## config.mk

```make
export PLATFORM = sky130hd
export DESIGN_NAME = fetch_stall_ctrl_flat
export DESIGN_NICKNAME = d
export VERILOG_FILES = /design/src/rtl/fetch_stall_ctrl_if.sv /design/src/rtl/fetch_stall_ctrl.sv /design/src/flat_wrapper.sv
export SDC_FILE = /design/constraint.sdc
export NUM_CORES = 1
export LEC_CHECK = 0
export CAP_MARGIN = 20
export CELL_PAD_IN_SITES_DETAIL_PLACEMENT = 1
export CELL_PAD_IN_SITES_GLOBAL_PLACEMENT = 1
export CORE_ASPECT_RATIO = 1.25
export CORE_UTILIZATION = 37
export CTS_CLUSTER_DIAMETER = 30
export DETAILED_ROUTE_END_ITERATION = 10
export PLACE_DENSITY = 0.87
export SLEW_MARGIN = 20
export SYNTH_ARGS = -nofsm -noshare
export SYNTH_HDL_FRONTEND = slang
export SYNTH_SLANG_ARGS = --single-unit
```

## constraint.sdc

```tcl
create_clock -name clk -period 6.8 [get_ports clk]
set_input_delay 1.02 -clock clk [delete_from_list [all_inputs] [get_ports clk]]
set_output_delay 1.02 -clock clk [all_outputs]
set_load 0.02 [all_outputs]
```

## src/rtl/fetch_stall_ctrl_if.sv

```systemverilog
// Fetch/hazard bundle between the hazard unit, instruction memory, decode and fetch_stall_ctrl.
// STALL_STATS_EN adds the stall_cycles / flush_count statistics signals.
interface fetch_stall_ctrl_if;
    logic        pc_write;
    logic        if_id_write;
    logic        id_ex_mux_select;
    logic        branch_taken;
    logic [31:0] branch_target;
    logic [31:0] imem_instr;
    logic [31:0] imem_addr;
    logic [31:0] if_id_pc;
    logic [31:0] if_id_instr;
    logic        if_id_valid;
    logic        id_ex_bubble;
    logic        stall_active;
    logic        ctrl_error;
    logic        stall_timeout;
`ifdef STALL_STATS_EN
    logic [31:0] stall_cycles;
    logic [31:0] flush_count;
`endif

    // Environment side: hazard unit, EX redirect and instruction memory.
    modport master (
        output pc_write, if_id_write, id_ex_mux_select, branch_taken, branch_target, imem_instr,
        input  imem_addr, if_id_pc, if_id_instr, if_id_valid, id_ex_bubble, stall_active,
               ctrl_error, stall_timeout
`ifdef STALL_STATS_EN
        , input stall_cycles, flush_count
`endif
    );

    modport slave (
        input  pc_write, if_id_write, id_ex_mux_select, branch_taken, branch_target, imem_instr,
        output imem_addr, if_id_pc, if_id_instr, if_id_valid, id_ex_bubble, stall_active,
               ctrl_error, stall_timeout
`ifdef STALL_STATS_EN
        , output stall_cycles, flush_count
`endif
    );
endinterface

```

## src/rtl/fetch_stall_ctrl.sv

```systemverilog
// PC and IF/ID owner applying load-use stalls and branch flushes, with hazard-control checking.
// Optional STALL_STATS_EN macro adds stall_cycles and flush_count statistics counters.
module fetch_stall_ctrl #(
    parameter logic [31:0] RESET_PC  = 32'h0000_0000,
    parameter logic [31:0] NOP_INSTR = 32'h0000_0013,
    parameter int unsigned MAX_STALL = 8
) (
    input logic              clk,
    input logic              rst,
    fetch_stall_ctrl_if.slave bus
);

    typedef enum logic [1:0] {
        ST_RUN   = 2'd0,
        ST_STALL = 2'd1,
        ST_FLUSH = 2'd2
    } state_t;

    localparam logic [8:0] TIMEOUT_AT = 9'(MAX_STALL + 1);

    state_t      state;
    state_t      state_next;
    logic [7:0]  stall_cnt;
    logic [7:0]  stall_cnt_next;
    logic [31:0] pc;
    logic [31:0] if_id_pc;
    logic [31:0] if_id_instr;
    logic        if_id_valid;
    logic        ctrl_error;
    logic        stall_timeout;
    logic        both_low;
    logic        both_high;
    logic        error_hit;
    logic        timeout_hit;

    assign both_low  = ~bus.pc_write & ~bus.if_id_write;
    assign both_high =  bus.pc_write &  bus.if_id_write;

    // NOTE: every always_comb output gets a default first so no path leaves it unassigned (no latch).
    always_comb begin
        state_next     = state;
        stall_cnt_next = stall_cnt;
        if (bus.branch_taken) begin
            state_next     = ST_FLUSH;
            stall_cnt_next = 8'd0;
        end else begin
            unique case (state)
                ST_RUN, ST_FLUSH: begin
                    if (both_low) begin
                        state_next     = ST_STALL;
                        stall_cnt_next = 8'd1;
                    end else begin
                        state_next     = ST_RUN;
                        stall_cnt_next = 8'd0;
                    end
                end
                ST_STALL: begin
                    if (both_high) begin
                        state_next     = ST_RUN;
                        stall_cnt_next = 8'd0;
                    end else if (stall_cnt != 8'hFF) begin
                        stall_cnt_next = stall_cnt + 8'd1;
                    end
                end
                default: begin
                    state_next     = ST_RUN;
                    stall_cnt_next = 8'd0;
                end
            endcase
        end
    end

    // A FLUSH cycle and a redirect edge legitimately disagree on the two write enables.
    assign error_hit   = (state != ST_FLUSH) & ~bus.branch_taken & (bus.pc_write ^ bus.if_id_write);
    assign timeout_hit = {1'b0, stall_cnt_next} >= TIMEOUT_AT;

    // NOTE: sequential state uses non-blocking assignments so every register samples pre-edge values.
    always_ff @(posedge clk or posedge rst) begin
        if (rst) begin
            state         <= ST_RUN;
            stall_cnt     <= 8'd0;
            ctrl_error    <= 1'b0;
            stall_timeout <= 1'b0;
        end else begin
            state         <= state_next;
            stall_cnt     <= stall_cnt_next;
            ctrl_error    <= ctrl_error | error_hit;
            stall_timeout <= stall_timeout | timeout_hit;
        end
    end

    always_ff @(posedge clk or posedge rst) begin
        if (rst) begin
            pc <= RESET_PC;
        end else if (bus.branch_taken) begin
            pc <= bus.branch_target;
        end else if (bus.pc_write) begin
            pc <= pc + 32'd4;
        end
    end

    always_ff @(posedge clk or posedge rst) begin
        if (rst) begin
            if_id_pc    <= 32'd0;
            if_id_instr <= NOP_INSTR;
            if_id_valid <= 1'b0;
        end else if (bus.branch_taken) begin
            if_id_pc    <= 32'd0;
            if_id_instr <= NOP_INSTR;
            if_id_valid <= 1'b0;
        end else if (bus.if_id_write) begin
            if_id_pc    <= pc;
            if_id_instr <= bus.imem_instr;
            if_id_valid <= 1'b1;
        end
    end

`ifdef STALL_STATS_EN
    logic [31:0] stall_cycles;
    logic [31:0] flush_count;

    always_ff @(posedge clk or posedge rst) begin
        if (rst) begin
            stall_cycles <= 32'd0;
            flush_count  <= 32'd0;
        end else begin
            if (state == ST_STALL) stall_cycles <= stall_cycles + 32'd1;
            if (bus.branch_taken)  flush_count  <= flush_count + 32'd1;
        end
    end

    assign bus.stall_cycles = stall_cycles;
    assign bus.flush_count  = flush_count;
`endif

    assign bus.imem_addr     = pc;
    assign bus.if_id_pc      = if_id_pc;
    assign bus.if_id_instr   = if_id_instr;
    assign bus.if_id_valid   = if_id_valid;
    assign bus.stall_active  = (state == ST_STALL);
    assign bus.ctrl_error    = ctrl_error;
    assign bus.stall_timeout = stall_timeout;
    // The empty IF/ID after reset would request a bubble; it is held low while rst is asserted.
    assign bus.id_ex_bubble  = ~rst & (bus.id_ex_mux_select | (state == ST_FLUSH) | ~if_id_valid);

endmodule

```

## src/flat_wrapper.sv

```systemverilog
// flat-port wrapper written by rule: the top's interface ports become plain ports
module fetch_stall_ctrl_flat 
#(
    parameter logic [31:0] RESET_PC  = 32'h0000_0000,
    parameter logic [31:0] NOP_INSTR = 32'h0000_0013,
    parameter int unsigned MAX_STALL = 8
)
  (clk, rst, bus_pc_write, bus_if_id_write, bus_id_ex_mux_select, bus_branch_taken, bus_branch_target, bus_imem_instr, bus_imem_addr, bus_if_id_pc, bus_if_id_instr, bus_if_id_valid, bus_id_ex_bubble, bus_stall_active, bus_ctrl_error, bus_stall_timeout);
  fetch_stall_ctrl_if bus_i ();
  input logic clk;
  input logic rst;
  input wire logic [$bits(bus_i.pc_write)-1:0] bus_pc_write;
  input wire logic [$bits(bus_i.if_id_write)-1:0] bus_if_id_write;
  input wire logic [$bits(bus_i.id_ex_mux_select)-1:0] bus_id_ex_mux_select;
  input wire logic [$bits(bus_i.branch_taken)-1:0] bus_branch_taken;
  input wire logic [$bits(bus_i.branch_target)-1:0] bus_branch_target;
  input wire logic [$bits(bus_i.imem_instr)-1:0] bus_imem_instr;
  output wire logic [$bits(bus_i.imem_addr)-1:0] bus_imem_addr;
  output wire logic [$bits(bus_i.if_id_pc)-1:0] bus_if_id_pc;
  output wire logic [$bits(bus_i.if_id_instr)-1:0] bus_if_id_instr;
  output wire logic [$bits(bus_i.if_id_valid)-1:0] bus_if_id_valid;
  output wire logic [$bits(bus_i.id_ex_bubble)-1:0] bus_id_ex_bubble;
  output wire logic [$bits(bus_i.stall_active)-1:0] bus_stall_active;
  output wire logic [$bits(bus_i.ctrl_error)-1:0] bus_ctrl_error;
  output wire logic [$bits(bus_i.stall_timeout)-1:0] bus_stall_timeout;
  assign bus_i.pc_write = bus_pc_write;
  assign bus_i.if_id_write = bus_if_id_write;
  assign bus_i.id_ex_mux_select = bus_id_ex_mux_select;
  assign bus_i.branch_taken = bus_branch_taken;
  assign bus_i.branch_target = bus_branch_target;
  assign bus_i.imem_instr = bus_imem_instr;
  assign bus_imem_addr = bus_i.imem_addr;
  assign bus_if_id_pc = bus_i.if_id_pc;
  assign bus_if_id_instr = bus_i.if_id_instr;
  assign bus_if_id_valid = bus_i.if_id_valid;
  assign bus_id_ex_bubble = bus_i.id_ex_bubble;
  assign bus_stall_active = bus_i.stall_active;
  assign bus_ctrl_error = bus_i.ctrl_error;
  assign bus_stall_timeout = bus_i.stall_timeout;
  fetch_stall_ctrl #(.RESET_PC(RESET_PC), .NOP_INSTR(NOP_INSTR), .MAX_STALL(MAX_STALL)) u_core (.clk(clk), .rst(rst), .bus(bus_i));
endmodule
```

==> flow_summary_export.csv, run 1 <==
group,metric,value,unit
outcome,status,"finished clean",
yosys,ys_async_sr_fraction,100.0,%
finish,antenna_cells,0,
cts,clk_pin_slew,0.07,ns
yosys,synth.distinct_cells,45,
cts,clock-sinks,109,
global_routing,grt_max_degree,107,
yosys,yosys.area.top_type_share,52.31,%
worst_setup_path,cp-start-kind,"primary input",
cts,clockBufferDepth,2,
yosys,synth_edf_count,0,
cts,postCtsSetupBuffers,0,
cts,cts_resized,0,
timing,worstMarginPinSlew,1.053,ns
floorplan,start_util,38.16,%
placed_design,gp_congestion,0.7275,
timing,fin_tns_setup,0,ns
timing,rsz0062_at_grt,"no",
routing,via_count,4260,
floorplan,chipHeight,132.9,um
placed_design,place_hpwl,10450,um
timing,fmaxAchievable,304.0,MHz
yosys,yosysTopAreaCell,"dfrtp_1",
yosys,synth_cells,490,
routing,drt-vias-per-instance,5.240,
power,powerDensity,216.4,nW/um^2
timing,timing.hold.ws,0.4864,ns
yosys,synth_seq_cells,109,
cts,root_buffer,"clkbuf_16",
timing,finClkSkew,0.01027,ns
floorplan,core,13290,um^2
yosys,synth.avg_cell_area,10.35,um^2
routing,drc,0,
yosys,yosys_warnings,0,
cts,cts_tree,"built",
worst_setup_path,worstSetupPathType,"in2out",
cts,numCtsBuffers,9,
yosys,yosysSeqAreaShare,53.86,%
floorplan,die_area,14180,um^2
finish,drive_gt1_share,4.829,%
worst_setup_path,cp_cell_sequence,"clkdlybuf4s50_1 > a31oi_1 > clkdlybuf4s50_1",
finish,syn_to_final_growth,40.39,%
routing,totalWireLength,14840,um
global_routing,grt.total_usage,21.75,%
timing,fin_crit,3.289,ns
timing,relSlewSlack,29.78,%
yosys,syn_area,5071,um^2
worst_setup_path,critPathCaptureType,"output pin",
global_routing,grt_pass1_wl,24270,um
worst_hold_path,hold_class,"reg2reg",
global_routing,grt_pass1_vias,4601,
worst_setup_path,critical_path.slowest_cell,"clkdlybuf4s50_1",
timing,final-hold-violation-count,0,
yosys,synth_flop_cell,"dfrtp_1",
routing,drt_pass1_iterations,4,
finish,nets,712,
power,ir_drop,103.3,uV
timing,setup_viol,0,
finish,final_util,53.57,%
routing,ant_nets,0,
timing,drv_slew,0,
placed_design,port_buffers,170,
power,p_leak,3.148,nW
cts,htreeDepth,3,
job,max_cap_viol_count,0,
worst_setup_path,crit_top_cell,"clkdlybuf4s50_1",
worst_setup_path,cp_max_fo,2,
worst_setup_path,cp.arrival,2.27,ns
floorplan,die_w,106.7,um
yosys,synthTopCellsByArea,"dfrtp_1 52%, mux2i_1 13%, nor2_1 6.4%, nand2_1 2.4%, or4_1 2.1%",
cts,holdBufCountCts,0,
global_routing,antenna_found_initial,0,
cts,clk_latency,0.35,ns
worst_setup_path,crit_path_max_incr_delay,0.62,ns
routing,wl_per_cell,18.26,um
global_routing,grt-ovfl-total,0,
timing,period_share,48.37,%
worst_setup_path,worstPathRequired,5.78,ns
yosys,synth_nets,564,
routing,dr.first_iter.drc_count,167,
floorplan,fp-row-count,47,
floorplan,pin_count,171,
==> per-layer routing <==
metal / global-route usage (%) / share of wire (%) / routed length (um)
met2: 37.89 / 51 / 7610
met3: 4.236 / 4.8 / 709
met4: 7.306 / 2.1 / 313
met5: 0 / 0 / 0
met1: 26.75 / 42 / 6209
==> power by group <==
| part | internal [mW] | switching, mW | total [mW] |
|---|---|---|---|
| logic | 0.153 | 0.157 | 0.310 |
| registers | 0.692 | 0.0498 | 0.742 |
| clock network | 0.250 | 0.238 | 0.488 |
==> stage by stage <==
step,setup WS (ns),std cells,instance area [um^2],power [mW]
6_report,3.511,813,7119,1.540
5_1_grt,3.482,813,7119,1.604
3_3_place_gp,3.396,798,6853,1.054
4_1_cts,3.500,813,7119,1.557
3_5_place_dp,3.353,798,6853,1.067
2_1_floorplan,2.911,490,5071,0.8966
==> synth_stat cells, types with 4 or more instances <==
master    instances
dfrtp_1         106
nor2_1           86
mux2i_1          66
nand2_1          33
clkbuf_1         24
o21ai_0          16
nand3_1          15
a31oi_1          14
or4_1            14
inv_1            13
nand4_1          13
o31ai_1          11
xor2_1           11
and3_1            6
buf_1             6
and2_1            5
and4_1            4
ha_1              4
==> area by class of cell <==
type / count / area [um^2]
multi-input combinational: 333 / 2145
tap: 171 / 214.0
sequential: 109 / 2731
clock inverter: 4 / 33.78
fill: 1474 / 6171
clock buffer: 11 / 232.7
inverter: 13 / 51.30
timing repair buffer: 172 / 1712
==> critical path: cells and delay by family <==
family                 cells  cell delay (ns)
AO/OA/AOI/OAI              1             0.17
buffers and inverters      2             1.08
==> final timing paths <==
kind | from | to | slack (ns) | cells past startpoint
max | rst | bus_id_ex_bubble | 3.51 | 3
min in group asynchronous | rst | u_core.stall_cnt[4] | 1.17 | 2
max in group asynchronous | rst | u_core.bus.imem_addr[11] | 4.43 | 3
max reg2reg | u_core.bus.imem_addr[5] | u_core.bus.imem_addr[25] | 4.53 | 4
min | u_core.bus.ctrl_error | u_core.bus.ctrl_error | 0.49 | 1
min reg2reg | u_core.bus.ctrl_error | u_core.bus.ctrl_error | 0.49 | 1
==> kinds of logic (layout without fill, tap and decap cells) <==
kind of cell / count (synthesis) / after routing / share of synthesized area, %
simple gates: 191 / 191 / 18.23
flops: 109 / 109 / 53.86
mux: 68 / 68 / 13.47
compound gates: 56 / 56 / 7.180
buf+inv: 48 / 200 / 3.849
xor+xnor: 14 / 14 / 2.418
fa+ha+maj: 4 / 4 / 0.9870
==> sequential cells by signal (all words and copies together), names as in the netlist <==
register	count
u_core.bus.ctrl_error	1
u_core.bus.imem_addr	32
u_core.state	2
u_core.bus.if_id_pc	32
u_core.bus.if_id_valid	1
u_core.bus.if_id_instr	32
u_core.stall_cnt	8
u_core.bus.stall_timeout	1
==> placed cells by master (no fill, tap or decap), types with 2 or more instances in the layout <==
cell	netlist	final
a21oi_1	3	3
a311o_1	2	2
a31oi_1	14	14
and2_1	5	5
and3_1	6	6
and4_1	4	4
buf_4	1	4
clkbuf_1	24	2
clkbuf_16	0	9
clkdlybuf4s50_1	0	168
dfrtp_1	106	106
dfstp_2	3	3
ha_1	4	4
inv_1	13	12
inv_6	0	2
mux2_2	2	2
mux2i_1	66	66
nand2_1	33	33
nand3_1	15	15
nand4_1	13	13
nor2_1	86	86
nor2b_1	2	2
o211ai_1	3	3
o21ai_0	16	16
o31ai_1	11	11
or2_2	3	3
or3_1	2	2
or4_1	14	14
xnor2_1	3	3
xor2_1	11	11
(Power assumes the default switching activity.)
==> run 2, diff against run 1 <==
Settings changed: CORE_UTILIZATION 37 to 35, PLACE_DENSITY 0.87 to 0.83.
Clock period 6.8 ns to 3.05 ns, I/O delays scaled along.
==> run 2 against run 1 <==
Power grew 130%. Sequential share of layout area shrank 0.58 points. Global-route usage shrank 0.92 points. First-iteration DRC count shrank 22%. Largest cell class unchanged. Cell area grew 1.5%. Clock power grew 140%. Cell count grew 1.5%. Combinational power grew 130%. Critical path type is now reg2reg. Die area grew 5.6%. Utilization shrank 1.9 points. Sequential power grew 120%.
==> flow_summary_export.csv, run 2 (synthesis results as in run 1) <==
group,metric,value,unit
outcome,status,"finished clean",
global_routing,grt_pass1_wl,23890,um
finish,mostFrequentLayoutCell,"clkdlybuf4s50_1",
timing,setup_viol,0,
worst_setup_path,cp-start-kind,"flop",
cts,clk_pin_slew,0.07,ns
worst_setup_path,worstPathRequired,3.31,ns
finish,final_cell_mix,"168 x clkdlybuf4s50_1, 106 x dfrtp_1, 86 x nor2_1",
routing,wl_per_cell,17.96,um
finish,seqCellArea,2731,um^2
floorplan,start_util,36.24,%
timing,rsz0062_at_grt,"no",
routing,drt-vias-per-instance,5.229,
floorplan,die_w,109.7,um
cts,root_buffer,"clkbuf_16",
global_routing,antenna_found_initial,0,
finish,drive_gt1_share,6.000,%
cts,clockBufferDepth,2,
power,powerDensity,488.1,nW/um^2
timing,relSlewSlack,43.49,%
routing,via_count,4314,
power,p_leak,3.201,nW
routing,dr.first_iter.drc_count,130,
worst_setup_path,r2r_end,"u_core.bus.imem_addr[25]",
cts,numCtsBuffers,9,
placed_design,place_hpwl,10730,um
worst_hold_path,hold_class,"in2reg",
power,p_sw_share,28.14,%
global_routing,grt_max_degree,74,
power,clockPowerShare,33.4,%
worst_setup_path,cp.arrival,2.57,ns
power,p_seq_share,46.7,%
worst_setup_path,startpoint,"u_core.bus.imem_addr[9]",
cts,cts_tree,"built",
timing,fmaxAchievable,433.4,MHz
job,max_cap_viol_count,0,
routing,drt_pass1_iterations,4,
power,power.switching,0.9931,mW
floorplan,die_area,14980,um^2
power,ir_drop,380.5,uV
worst_setup_path,regToRegSetupSlack,0.74,ns
routing,totalWireLength,14810,um
cts,cts_resized,0,
worst_setup_path,worstSetupPathType,"reg2reg",
global_routing,grt_pass1_vias,4657,
floorplan,chipHeight,136.6,um
timing,fin_crit,2.307,ns
placed_design,port_buffers,170,
timing,drv_slew,0,
cts,postCtsSetupBuffers,0,
timing,period_share,75.65,%
finish,multi_input_area,2145,um^2
cts,clk_latency,0.35,ns
worst_setup_path,critPathCaptureType,"flop",
worst_hold_path,worstHoldEndpoint,"u_core.state[1]",
power,p_int,2.536,mW
floorplan,core,13990,um^2
power,total_power,3.529,mW
finish,nets,719,
worst_setup_path,cp_max_fo,16,
timing,worstMarginPinSlew,0.8459,ns
worst_setup_path,rr_worst_depth,4,
routing,drc,0,
cts,htreeDepth,3,
finish,antenna_cells,0,
placed_design,gp_congestion,0.7567,
global_routing,grt-ovfl-total,0,
timing,final-hold-violation-count,0,
global_routing,grt.total_usage,20.84,%
finish,syn_to_final_growth,42.56,%
worst_hold_path,whs_path_depth,1,
finish,fillers,1565,
floorplan,pin_count,171,
timing,fin_tns_setup,0,ns
cts,holdBufCountCts,0,
floorplan,fp-row-count,48,
cts,clock-sinks,109,
routing,ant_nets,0,
worst_hold_path,min_from,"bus_branch_taken",
worst_setup_path,r2r-start,"u_core.bus.imem_addr[9]",
power,power.share.combinational,19.9,%
timing,finClkSkew,0.01200,ns
## run 2: cell count changes in the layout (fill, tap and decap cells not counted), sizes merged
cell,delta
clkinv,+1
buf,+7
inv,-2
clkinvlp,+1
bufinv,+1
## run 2: per-layer routing
| metal | vias up | wire length (um) | GRT usage [%] |
|---|---|---|---|
| met3 | 20 | 880 | 5.286 |
| met4 | 0 | 251 | 5.704 |
| met5 | - | 0 | 0 |
| met1 | 2153 | 6061 | 25.21 |
| met2 | 117 | 7619 | 36.44 |
| li1 | 2024 | - | - |
## run 2: worst max path at each step
stage | endpoint | slack (ns)
detailed placement | u_core.bus.imem_addr[26] | 0.39
floorplan | u_core.bus.stall_timeout | 0.59
finish | u_core.bus.imem_addr[25] | 0.74
global route | u_core.bus.imem_addr[29] | 0.58
CTS | u_core.bus.imem_addr[25] | 0.73
global placement | u_core.bus.imem_addr[28] | 0.46
## run 2: per-stage QoR
stage                     std cells  area [um^2]  util (%)  setup slack (ns)  hold WS [ns]
after detailed placement        809         6937     49.57            0.3931        0.4714
after floorplan                 490         5075         -            0.5885        0.5303
after CTS                       825         7229     51.66            0.7328        0.4225
after global routing            825         7229     51.66            0.5794        0.4369
after global placement          809         6937     49.57            0.4587        0.4684
final                           825         7229     51.66            0.7427        0.4340
## run 2: critical path, stage by stage (launching register included)
cell     delay [ns]
dfrtp_1        0.55
nand3_1        0.18
or4_1          0.74
or4_1          0.56
a31oi_1        0.19
## run 2: cell type report
class	count	area share, %
Sequential cell	109	37.78
Multi-Input combinational cell	333	29.66
Timing Repair Buffer	179	24.75
Clock buffer	11	3.219
Tap cell	175	3.029
Clock inverter	5	0.8307
Inverter	13	0.7269
## run 2: power by group through the flow
stage	Combinational (mW)	Clock, mW	Sequential [mW]
floorplan	0.232	0	1.77
global placement	0.691	0	1.67
detailed placement	0.711	0	1.68
CTS	0.714	1.21	1.65
global route	0.762	1.27	1.67
finish	0.701	1.18	1.65
==> run 3, diff against run 2 <==
Settings changed: CORE_UTILIZATION 35 to 31, PLACE_DENSITY 0.83 to 0.78.
Clock period 3.05 ns to 2 ns, I/O delays scaled along.
==> run 3 against run 2 <==
Register-to-register slack got worse by 0.67 ns. Cell count rose by 8.7%. Via count rose by 2.2%. Utilization fell by 3.5 points. Clock power rose by 53%. First-iteration DRC count fell by 30%. Critical endpoint is now u_core.bus.imem_addr[26]. Largest cell class unchanged.
==> flow_summary_export.csv, run 3 (synthesis results as in run 1) <==
group,metric,value,unit
global_routing,antenna_found_initial,0,
floorplan,chipHeight,145.0,um
timing,final-hold-violation-count,0,
routing,drc,0,
finish,nets,754,
worst_setup_path,cp.arrival,2.21,ns
finish,antenna_cells,0,
routing,totalWireLength,15620,um
worst_setup_path,worstPathRequired,2.27,ns
routing,wl_per_cell,17.41,um
power,ir_drop,382.7,uV
timing,drv_slew,0,
power,total_power,5.483,mW
worst_setup_path,cp-start-kind,"flop",
finish,design_area,7587,um^2
timing,fin_crit,1.930,ns
placed_design,placed_cell_area,7258,um^2
floorplan,start_util,32.17,%
cts,holdBufCountCts,0,
cts,cts_tree,"built",
timing,worstMarginPinSlew,0.8298,ns
finish,drive_gt1_share,11.97,%
cts,htreeDepth,3,
global_routing,grt.total_usage,19.29,%
timing,fmaxAchievable,518.1,MHz
global_routing,grt_pass1_wl,25180,um
worst_hold_path,hold_class,"in2reg",
floorplan,core,15760,um^2
routing,dr.first_iter.drc_count,91,
floorplan,fp-row-count,51,
floorplan,die_w,116.4,um
global_routing,grt-ovfl-total,0,
power,powerDensity,722.7,nW/um^2
routing,via_count,4410,
timing,fin_tns_setup,0,ns
placed_design,place_hpwl,11370,um
cts,numCtsBuffers,9,
worst_setup_path,cp_max_fo,7,
global_routing,grt_pass1_vias,4902,
cts,clockBufferDepth,2,
routing,ant_nets,0,
worst_setup_path,critPathCaptureType,"flop",
timing,rsz0062_at_grt,"no",
floorplan,die_area,16880,um^2
job,max_cap_viol_count,0,
timing,period_share,96.51,%
global_routing,grt_max_degree,99,
routing,drt-vias-per-instance,4.916,
power,p_leak,3.363,nW
finish,final_cell_mix,"167 x clkdlybuf4s50_1, 100 x dfrtp_1, 86 x nor2_1",
finish,syn_to_final_growth,49.62,%
cts,postCtsSetupBuffers,0,
placed_design,port_buffers,170,
timing,finClkSkew,0.005411,ns
placed_design,gp_congestion,0.7670,
cts,clock-sinks,109,
cts,root_buffer,"clkbuf_16",
cts,clk_latency,0.35,ns
timing,setup_viol,0,
finish,mostFrequentLayoutCell,"clkdlybuf4s50_1",
routing,drt_pass1_iterations,4,
outcome,status,"finished clean",
timing,relSlewSlack,44.68,%
floorplan,pin_count,171,
worst_setup_path,worstSetupPathType,"reg2reg",
cts,clk_pin_slew,0.07,ns
## run 3: layout make-up
class | instances | area (um^2)
Clock buffer | 11 | 232.7
Tap cell | 212 | 265.3
Timing Repair Buffer | 213 | 2059
Fill cell | 1760 | 8174
Clock inverter | 5 | 60.06
Inverter | 13 | 52.55
Multi-Input combinational cell | 334 | 2178
Sequential cell | 109 | 2739
## run 3: worst max-delay path: stages (launching register included)
cell and delay (ns):
dfrtp_1 0.41, nand4_4 0.15, or4_4 0.59, or4_1 0.50, a31oi_2 0.21
## run 3: what timing repair did
action | 4_1_cts | 5_1_grt
endpoints found under the setup margin | 9 | 6
gates resized for setup | 2 | 5
gates cloned | 0 | 1
## run 3: metal layers
layer | global-route usage, % | up-vias | wire length, um
li1 | - | 2094 | -
met5 | 0 | - | 0
met4 | 6.410 | 0 | 279
met1 | 22.10 | 2200 | 6191
met2 | 34.85 | 100 | 8417
met3 | 3.885 | 16 | 728
## run 3: final timing paths
| kind | end | depth (start not counted) | startpoint | slack [ns] |
|---|---|---|---|---|
| setup / recovery | u_core.bus.imem_addr[26] | 4 | u_core.bus.imem_addr[8] | 0.07 |
| max in group asynchronous | u_core.bus.imem_addr[7] | 4 | rst | 1.03 |
| min in group asynchronous | u_core.bus.stall_timeout | 3 | rst | 0.37 |
| hold reg to reg | u_core.bus.ctrl_error | 1 | u_core.bus.ctrl_error | 0.47 |
| hold / removal | u_core.state[1] | 1 | bus_branch_taken | 0.15 |
| setup reg to reg | u_core.bus.imem_addr[26] | 4 | u_core.bus.imem_addr[8] | 0.07 |
## run 3: stage by stage
step | instances | setup WS, ns | utilization (%) | hold WS [ns]
2_1_floorplan | 490 | -0.03844 | - | 0.3976
5_1_grt | 897 | 0.01243 | 48.14 | 0.1406
6_report | 897 | 0.06984 | 48.14 | 0.1464
3_5_place_dp | 880 | -0.2963 | 46.05 | 0.4687
3_3_place_gp | 880 | -0.2442 | 46.05 | 0.4611
4_1_cts | 896 | 0.001925 | 47.92 | 0.1300
## run 3: power by group
part	switching (mW)	internal, mW
registers	0.116	2.36
logic	0.605	0.591
clock network	0.836	0.978
total	1.56	3.93
